[src/rtl/led_pulse_train_pkg.sv]
// ---------------------------------------------------------------------------
// led_pulse_pkg
// Shared types and default constants for the LED pulse-train block.
//   led_state_t  : flash FSM state (IDLE, ON, OFF)
//   DEF_*        : default parameter values used by the modules
//   max_int      : constant helper used to size the tick counter
// ---------------------------------------------------------------------------
package led_pulse_pkg;

    typedef enum logic [1:0] {
        IDLE = 2'd0,
        ON   = 2'd1,
        OFF  = 2'd2
    } led_state_t;

    localparam int DEF_TICK_DIV  = 1048576;
    localparam int DEF_ON_TICKS  = 2;
    localparam int DEF_OFF_TICKS = 2;
    localparam int DEF_CNT_W     = 4;

    function automatic int max_int(input int a, input int b);
        return (a > b) ? a : b;
    endfunction

endpackage

[src/rtl/led_pulse_train_if.sv]
// ---------------------------------------------------------------------------
// led_pulse_train_if
// Event/status bundle between an event source and the LED pulse-train block.
//   event_in : single-cycle event strobe (source -> block)
//   led_out  : LED drive (block -> pin)
//   busy     : flash in progress
//   pending  : queued events not yet started (CNT_W bits)
//   overflow : sticky, an event was dropped
// Modports: master = event source / observer, slave = led_pulse_train.
// ---------------------------------------------------------------------------
interface led_pulse_train_if
    import led_pulse_pkg::*;
#(
    parameter int CNT_W = DEF_CNT_W
);

    logic             event_in;
    logic             led_out;
    logic             busy;
    logic [CNT_W-1:0] pending;
    logic             overflow;

    modport master (
        output event_in,
        input  led_out,
        input  busy,
        input  pending,
        input  overflow
    );

    modport slave (
        input  event_in,
        output led_out,
        output busy,
        output pending,
        output overflow
    );

endinterface

[src/rtl/led_pulse_train_tick_prescaler.sv]
// ---------------------------------------------------------------------------
// tick_prescaler
// Divides clk into a one-cycle tick every TICK_DIV enabled cycles.
//   clk    : system clock
//   reset  : synchronous, active-high reset
//   clear  : restart the count from 0 (phase entry)
//   enable : count only while a flash phase is active
//   tick   : high on the last cycle of each TICK_DIV period
// ---------------------------------------------------------------------------
module tick_prescaler
    import led_pulse_pkg::*;
#(
    parameter int TICK_DIV = DEF_TICK_DIV
) (
    input  logic clk,
    input  logic reset,
    input  logic clear,
    input  logic enable,
    output logic tick
);

    localparam int            PW   = $clog2(TICK_DIV);
    localparam logic [PW-1:0] LAST = PW'(TICK_DIV - 1);

    logic [PW-1:0] count;

    // Clear has priority over counting so a new phase always starts at 0,
    // even when the previous phase ended on a tick.
    always_ff @(posedge clk) begin
        if (reset) begin
            count <= '0;
        end else if (clear) begin
            count <= '0;
        end else if (enable) begin
            count <= (count == LAST) ? '0 : count + PW'(1);
        end
    end

    assign tick = enable && (count == LAST);

endmodule

[src/rtl/led_pulse_train.sv]
// ---------------------------------------------------------------------------
// led_pulse_train
// Turns single-cycle event strobes into human-visible LED flashes. Each event
// gives one ON phase (ON_TICKS ticks) followed by an OFF gap (OFF_TICKS
// ticks). Events arriving mid-flash are queued in a saturating counter and
// replayed back-to-back.
//   clk   : system clock
//   reset : synchronous, active-high reset
//   bus   : led_pulse_train_if.slave (event_in, led_out, busy, pending,
//           overflow)
// Build option: define LED_PULSE_ACTIVE_LOW_EN for an active-low LED pin
// (led_out = 0 when lit, 1 at reset). Status outputs are unaffected.
// ---------------------------------------------------------------------------
module led_pulse_train
    import led_pulse_pkg::*;
#(
    parameter int TICK_DIV  = DEF_TICK_DIV,
    parameter int ON_TICKS  = DEF_ON_TICKS,
    parameter int OFF_TICKS = DEF_OFF_TICKS,
    parameter int CNT_W     = DEF_CNT_W
) (
    input  logic clk,
    input  logic reset,
    led_pulse_train_if.slave bus
);

    localparam int               TW        = $clog2(max_int(ON_TICKS, OFF_TICKS) + 1);
    localparam logic [TW-1:0]    ON_LAST   = TW'(ON_TICKS - 1);
    localparam logic [TW-1:0]    OFF_LAST  = TW'(OFF_TICKS - 1);
    localparam logic [CNT_W-1:0] PEND_MAX  = '1;

`ifdef LED_PULSE_ACTIVE_LOW_EN
    localparam logic LED_LIT = 1'b0;
`else
    localparam logic LED_LIT = 1'b1;
`endif
    localparam logic LED_DARK = ~LED_LIT;

    led_state_t       state;
    led_state_t       state_next;
    logic             tick;
    logic [TW-1:0]    tick_cnt;
    logic             phase_entry;
    logic             take_direct;
    logic             take_pending;
    logic [CNT_W-1:0] pending_q;
    logic             overflow_q;
    logic             led_q;

    // Every state change is the start of a new phase, so both timing
    // counters restart exactly there.
    assign phase_entry = (state_next != state);

    tick_prescaler #(
        .TICK_DIV (TICK_DIV)
    ) u_prescaler (
        .clk    (clk),
        .reset  (reset),
        .clear  (phase_entry),
        .enable (state != IDLE),
        .tick   (tick)
    );

    always_ff @(posedge clk) begin
        if (reset) begin
            state <= IDLE;
        end else begin
            state <= state_next;
        end
    end

    // Next-state logic. take_direct marks an event that starts a flash by
    // itself and therefore must not be queued; take_pending marks a flash
    // started from the queue.
    always_comb begin
        state_next   = state;
        take_direct  = 1'b0;
        take_pending = 1'b0;
        case (state)
            IDLE: begin
                if (bus.event_in) begin
                    state_next  = ON;
                    take_direct = 1'b1;
                end
            end
            ON: begin
                if (tick && (tick_cnt == ON_LAST)) begin
                    state_next = OFF;
                end
            end
            OFF: begin
                if (tick && (tick_cnt == OFF_LAST)) begin
                    if (pending_q != '0) begin
                        state_next   = ON;
                        take_pending = 1'b1;
                    end else if (bus.event_in) begin
                        state_next  = ON;
                        take_direct = 1'b1;
                    end else begin
                        state_next = IDLE;
                    end
                end
            end
            default: begin
                state_next = IDLE;
            end
        endcase
    end

    // Counts ticks within the current phase; a phase always exits on its
    // last tick, so the counter never wraps.
    always_ff @(posedge clk) begin
        if (reset) begin
            tick_cnt <= '0;
        end else if (phase_entry) begin
            tick_cnt <= '0;
        end else if (tick) begin
            tick_cnt <= tick_cnt + TW'(1);
        end
    end

    // Pending queue: a queued event and a replay in the same cycle cancel.
    // At saturation an event is dropped only when no replay frees a slot.
    always_ff @(posedge clk) begin
        if (reset) begin
            pending_q  <= '0;
            overflow_q <= 1'b0;
        end else if (bus.event_in && !take_direct) begin
            if (take_pending) begin
                pending_q <= pending_q;
            end else if (pending_q == PEND_MAX) begin
                overflow_q <= 1'b1;
            end else begin
                pending_q <= pending_q + CNT_W'(1);
            end
        end else if (take_pending) begin
            pending_q <= pending_q - CNT_W'(1);
        end
    end

    // LED drive follows the registered state so it changes on the same edge
    // as the FSM and has no path from event_in.
    always_ff @(posedge clk) begin
        if (reset) begin
            led_q <= LED_DARK;
        end else begin
            led_q <= (state_next == ON) ? LED_LIT : LED_DARK;
        end
    end

    assign bus.led_out  = led_q;
    assign bus.busy     = (state != IDLE);
    assign bus.pending  = pending_q;
    assign bus.overflow = overflow_q;

endmodule

[src/flat_wrapper.sv]
// flat-port wrapper written by rule: the top's interface ports become plain ports
module led_pulse_train_flat import led_pulse_pkg::*;
#(
    parameter int TICK_DIV  = DEF_TICK_DIV,
    parameter int ON_TICKS  = DEF_ON_TICKS,
    parameter int OFF_TICKS = DEF_OFF_TICKS,
    parameter int CNT_W     = DEF_CNT_W
)
  (clk, reset, bus_event_in, bus_led_out, bus_busy, bus_pending, bus_overflow);
  led_pulse_train_if #(.CNT_W(CNT_W)) bus_i ();
  input  logic clk;
  input  logic reset;
  input wire logic [$bits(bus_i.event_in)-1:0] bus_event_in;
  output wire logic [$bits(bus_i.led_out)-1:0] bus_led_out;
  output wire logic [$bits(bus_i.busy)-1:0] bus_busy;
  output wire logic [$bits(bus_i.pending)-1:0] bus_pending;
  output wire logic [$bits(bus_i.overflow)-1:0] bus_overflow;
  assign bus_i.event_in = bus_event_in;
  assign bus_led_out = bus_i.led_out;
  assign bus_busy = bus_i.busy;
  assign bus_pending = bus_i.pending;
  assign bus_overflow = bus_i.overflow;
  led_pulse_train #(.TICK_DIV(TICK_DIV), .ON_TICKS(ON_TICKS), .OFF_TICKS(OFF_TICKS), .CNT_W(CNT_W)) u_core (.clk(clk), .reset(reset), .bus(bus_i));
endmodule
[config.mk]
export PLATFORM = sky130hd
export DESIGN_NAME = led_pulse_train_flat
export DESIGN_NICKNAME = d
export VERILOG_FILES = /design/src/rtl/led_pulse_train_pkg.sv /design/src/rtl/led_pulse_train_if.sv /design/src/rtl/led_pulse_train_tick_prescaler.sv /design/src/rtl/led_pulse_train.sv /design/src/flat_wrapper.sv
export SDC_FILE = /design/constraint.sdc
export NUM_CORES = 1
export LEC_CHECK = 0
export BUFFER_PORTS_ARGS = -buffer_cell sky130_fd_sc_hd__buf_2
export CORE_MARGIN = 4
export CORE_UTILIZATION = 64
export DETAILED_ROUTE_END_ITERATION = 10
export PLACE_DENSITY = 0.92
export SYNTH_ARGS = -nofsm -noshare
export SYNTH_HDL_FRONTEND = slang
export SYNTH_SLANG_ARGS = --single-unit
export TNS_END_PERCENT = 100
[constraint.sdc]
create_clock -name clk -period 5.2 [get_ports clk]
set_input_delay 0.26 -clock clk [delete_from_list [all_inputs] [get_ports clk]]
set_output_delay 0.26 -clock clk [all_outputs]
set_load 0.01 [all_outputs]
==> flow_summary.json <==
{
  "numPlacedInstances": 216,
  "h-tree-depth": 2,
  "cts_tree": "built",
  "place_congestion": 0.832,
  "drtPass1Iterations": 5,
  "yosysWarnings": 0,
  "fmax_mhz": 365,
  "hold_path.class": "in2reg",
  "synth_area_sq_um": 1630,
  "setup_tns_ns": 0,
  "io-pin-count": 10,
  "dieWidth_um": 58.4,
  "slew_headroom": 0.609,
  "start_util": 0.663,
  "finalCriticalPeriod_ns": 2.74,
  "worstPathCellList": "nand4_4, nor4_4, and2_2, a21o_1, ha_1, a21o_1, a21oi_1, or4_1, a21oi_1, a311o_1",
  "startpoint_type": "register",
  "finalSetupViolCount": 0,
  "dp_hpwl_um": 2370,
  "end_kind": "register",
  "synth_ff_type": "dfxtp_1",
  "avgSynthCellArea_sq_um": 8.90,
  "portBuffers": 9,
  "clockBufferDepth": 2,
  "cts_buffers": 5,
  "ant_nets": 0,
  "post_cts_buffers": 0,
  "rsz0062_at_grt": "no",
  "synth-edff-count": 0,
  "crit_arrival_ns": 2.96,
  "leakage_nw": 0.690,
  "viasPerCell": 6.02,
  "diodes": 0,
  "fp.dieH_um": 58.4,
  "powerDensity_nw_per_um2": 235,
  "rows": 18,
  "cpLargestDelayFamily": "simple AND/OR/NAND/NOR gates",
  "cts.sinks": 30,
  "syn2layout_area_growth_pct": 6.38,
  "holdBufCountCts": 0,
  "fin_ws_ns": 2.46,
  "antenna_found_initial": 0,
  "critical_path_buf_inv_count": 0,
  "nets": 201,
  "drt-total-wl_um": 3120,
  "critical_path_class": "reg2reg",
  "tightest_slew_ns": 0.583,
  "grt_pass1_vias": 1288,
  "slew_viol_final": 0,
  "pre_cts_ws_ns": 2.44,
  "hold_viol_final": 0,
  "syn_nets": 191,
  "drive_above_1_share": 0.156,
  "path_max_fanout": 6,
  "coreArea_sq_um": 2450,
  "clk_pin_slew_ns": 0.09,
  "grt_pass1_wl_um": 5510,
  "routed-via-count": 1336,
  "grt_max_degree": 12,
  "crit_slowest_cell": "dfxtp_1",
  "async_reset_ff_frac": 0,
  "synth.distinct_cells": 47,
  "cpPeakStageDelay_ns": 0.46,
  "fin_crit_sh": 0.527,
  "skew_ns": 0.0113,
  "fin_cells": 222,
  "cts_resized": 0,
  "cp.required_ns": 5.42,
  "seq_area_frac_synth": 0.369,
  "irDropWorstVdd_mv": 0.224,
  "overflow": 0,
  "grt_usage": 0.209,
  "root_buffer": "clkbuf_4",
  "clkLatencyLatePin_ns": 0.33,
  "first_iter_violations": 48,
  "drv_cap": 0,
  "drc": 0,
  "die-area_sq_um": 3410,
  "syn_inst": 183,
  "wl_per_cell_um": 14.0,
  "synth-seq-cells": 30,
  "outcome": "complete, no violations"
}
## layer usage
metal	up-vias	track usage	share of wire
li1	666	-	-
met1	634	0.238	0.43
met2	31	0.356	0.51
met3	5	0.0702	0.051
met4	0	0.0894	0.0096
met5	-	0	0
## cells in the mapped netlist, types with 2 or more instances
master | instances | share of area
nor4_2 | 2 | 0.015
o21ai_0 | 4 | 0.012
xor2_1 | 12 | 0.065
a21o_1 | 4 | 0.018
nor4_4 | 2 | 0.026
o21a_1 | 3 | 0.014
nor2b_1 | 3 | 0.012
clkbuf_1 | 2 | 0.0046
or3_1 | 2 | 0.0077
a21oi_1 | 10 | 0.031
dfxtp_1 | 30 | 0.37
nand4_1 | 9 | 0.035
and3_1 | 2 | 0.0077
buf_2 | 3 | 0.0092
nor3b_1 | 2 | 0.0092
nand3_1 | 5 | 0.015
inv_1 | 4 | 0.0092
nand4_4 | 2 | 0.026
xnor2_1 | 5 | 0.027
nor3_1 | 6 | 0.018
nor2_1 | 24 | 0.055
nand2_1 | 19 | 0.044
ha_1 | 4 | 0.031
## area by class of cell
class	instances	area [sq um]
flip-flops and latches	30	601
fillers	199	723
repair buffers	9	45.0
inverters	5	18.8
multi-input cells	142	978
clock buffers	6	51.3
well taps	30	37.5
## cell usage in the layout, fill, tap and decap left out, drive strengths merged, types with 2 or more instances in the layout
cell,synthesis,routed
nor4,5,5
o21a,3,3
ha,4,4
xor2,12,12
nand2,20,20
dfxtp,30,30
nor2,24,24
buf,4,9
nor3,7,7
or3,2,2
o21ai,4,4
nor2b,3,3
nand4,11,11
clkbuf,2,6
nand3,6,6
and2,2,2
and3,2,2
a21o,4,4
xnor2,5,5
a21oi,10,10
inv,5,5
nor3b,2,2
## where the power goes
part           internal, mW  leakage [nW]  switching, mW
logic                0.0150         0.417         0.0212
registers             0.233         0.243        0.00565
clock network        0.0608        0.0302         0.0712
## final timing paths
check / from / endpoint / slack [ns] / cells after the start
min reg2reg: u_core.tick_cnt[1]$_SDFFE_PP0P_ / u_core.tick_cnt[1]$_SDFFE_PP0P_ / 0.46 / 2
min: reset / u_core.bus.pending[1]$_SDFFE_PP0P_ / 0.23 / 2
max: u_core.u_prescaler.count[4]$_SDFFE_PP0P_ / u_core.bus.pending[3]$_SDFFE_PP0P_ / 2.46 / 10
max reg2reg: u_core.u_prescaler.count[4]$_SDFFE_PP0P_ / u_core.bus.pending[3]$_SDFFE_PP0P_ / 2.46 / 10
## state kept, by name, summed over array words and instances (netlist names)
register / flops
u_core.bus.pending: 4
u_core.bus.overflow: 1
u_core.u_prescaler.count: 20
u_core.bus.led_out: 1
u_core.tick_cnt: 2
u_core.state: 2
## cell families (layout without fill, tap and decap cells)
| kind of cell | Yosys count | after routing | share of synthesized area |
|---|---|---|---|
| and+or+nand+nor | 90 | 90 | 0.336 |
| DFF | 30 | 30 | 0.369 |
| AOI/OAI and AO/OA | 28 | 28 | 0.115 |
| xor gates and xnor gates | 17 | 17 | 0.0915 |
| buffers and inverters | 11 | 20 | 0.0300 |
| adders and majority gates | 5 | 5 | 0.0430 |
| muxes | 2 | 2 | 0.0154 |
## stage by stage
| stage | instance area, sq um | hold slack [ns] | utilization | total power [mW] |
|---|---|---|---|---|
| after detailed placement | 1680 | 0.447 | 0.685 | 0.281 |
| final | 1730 | 0.232 | 0.705 | 0.407 |
| after global placement | 1680 | 0.435 | 0.685 | 0.278 |
| after CTS | 1730 | 0.225 | 0.705 | 0.411 |
| after global routing | 1730 | 0.244 | 0.705 | 0.426 |
| after floorplan | 1630 | 0.429 | - | 0.270 |
Note: power is estimated with default switching activity, not from simulation.
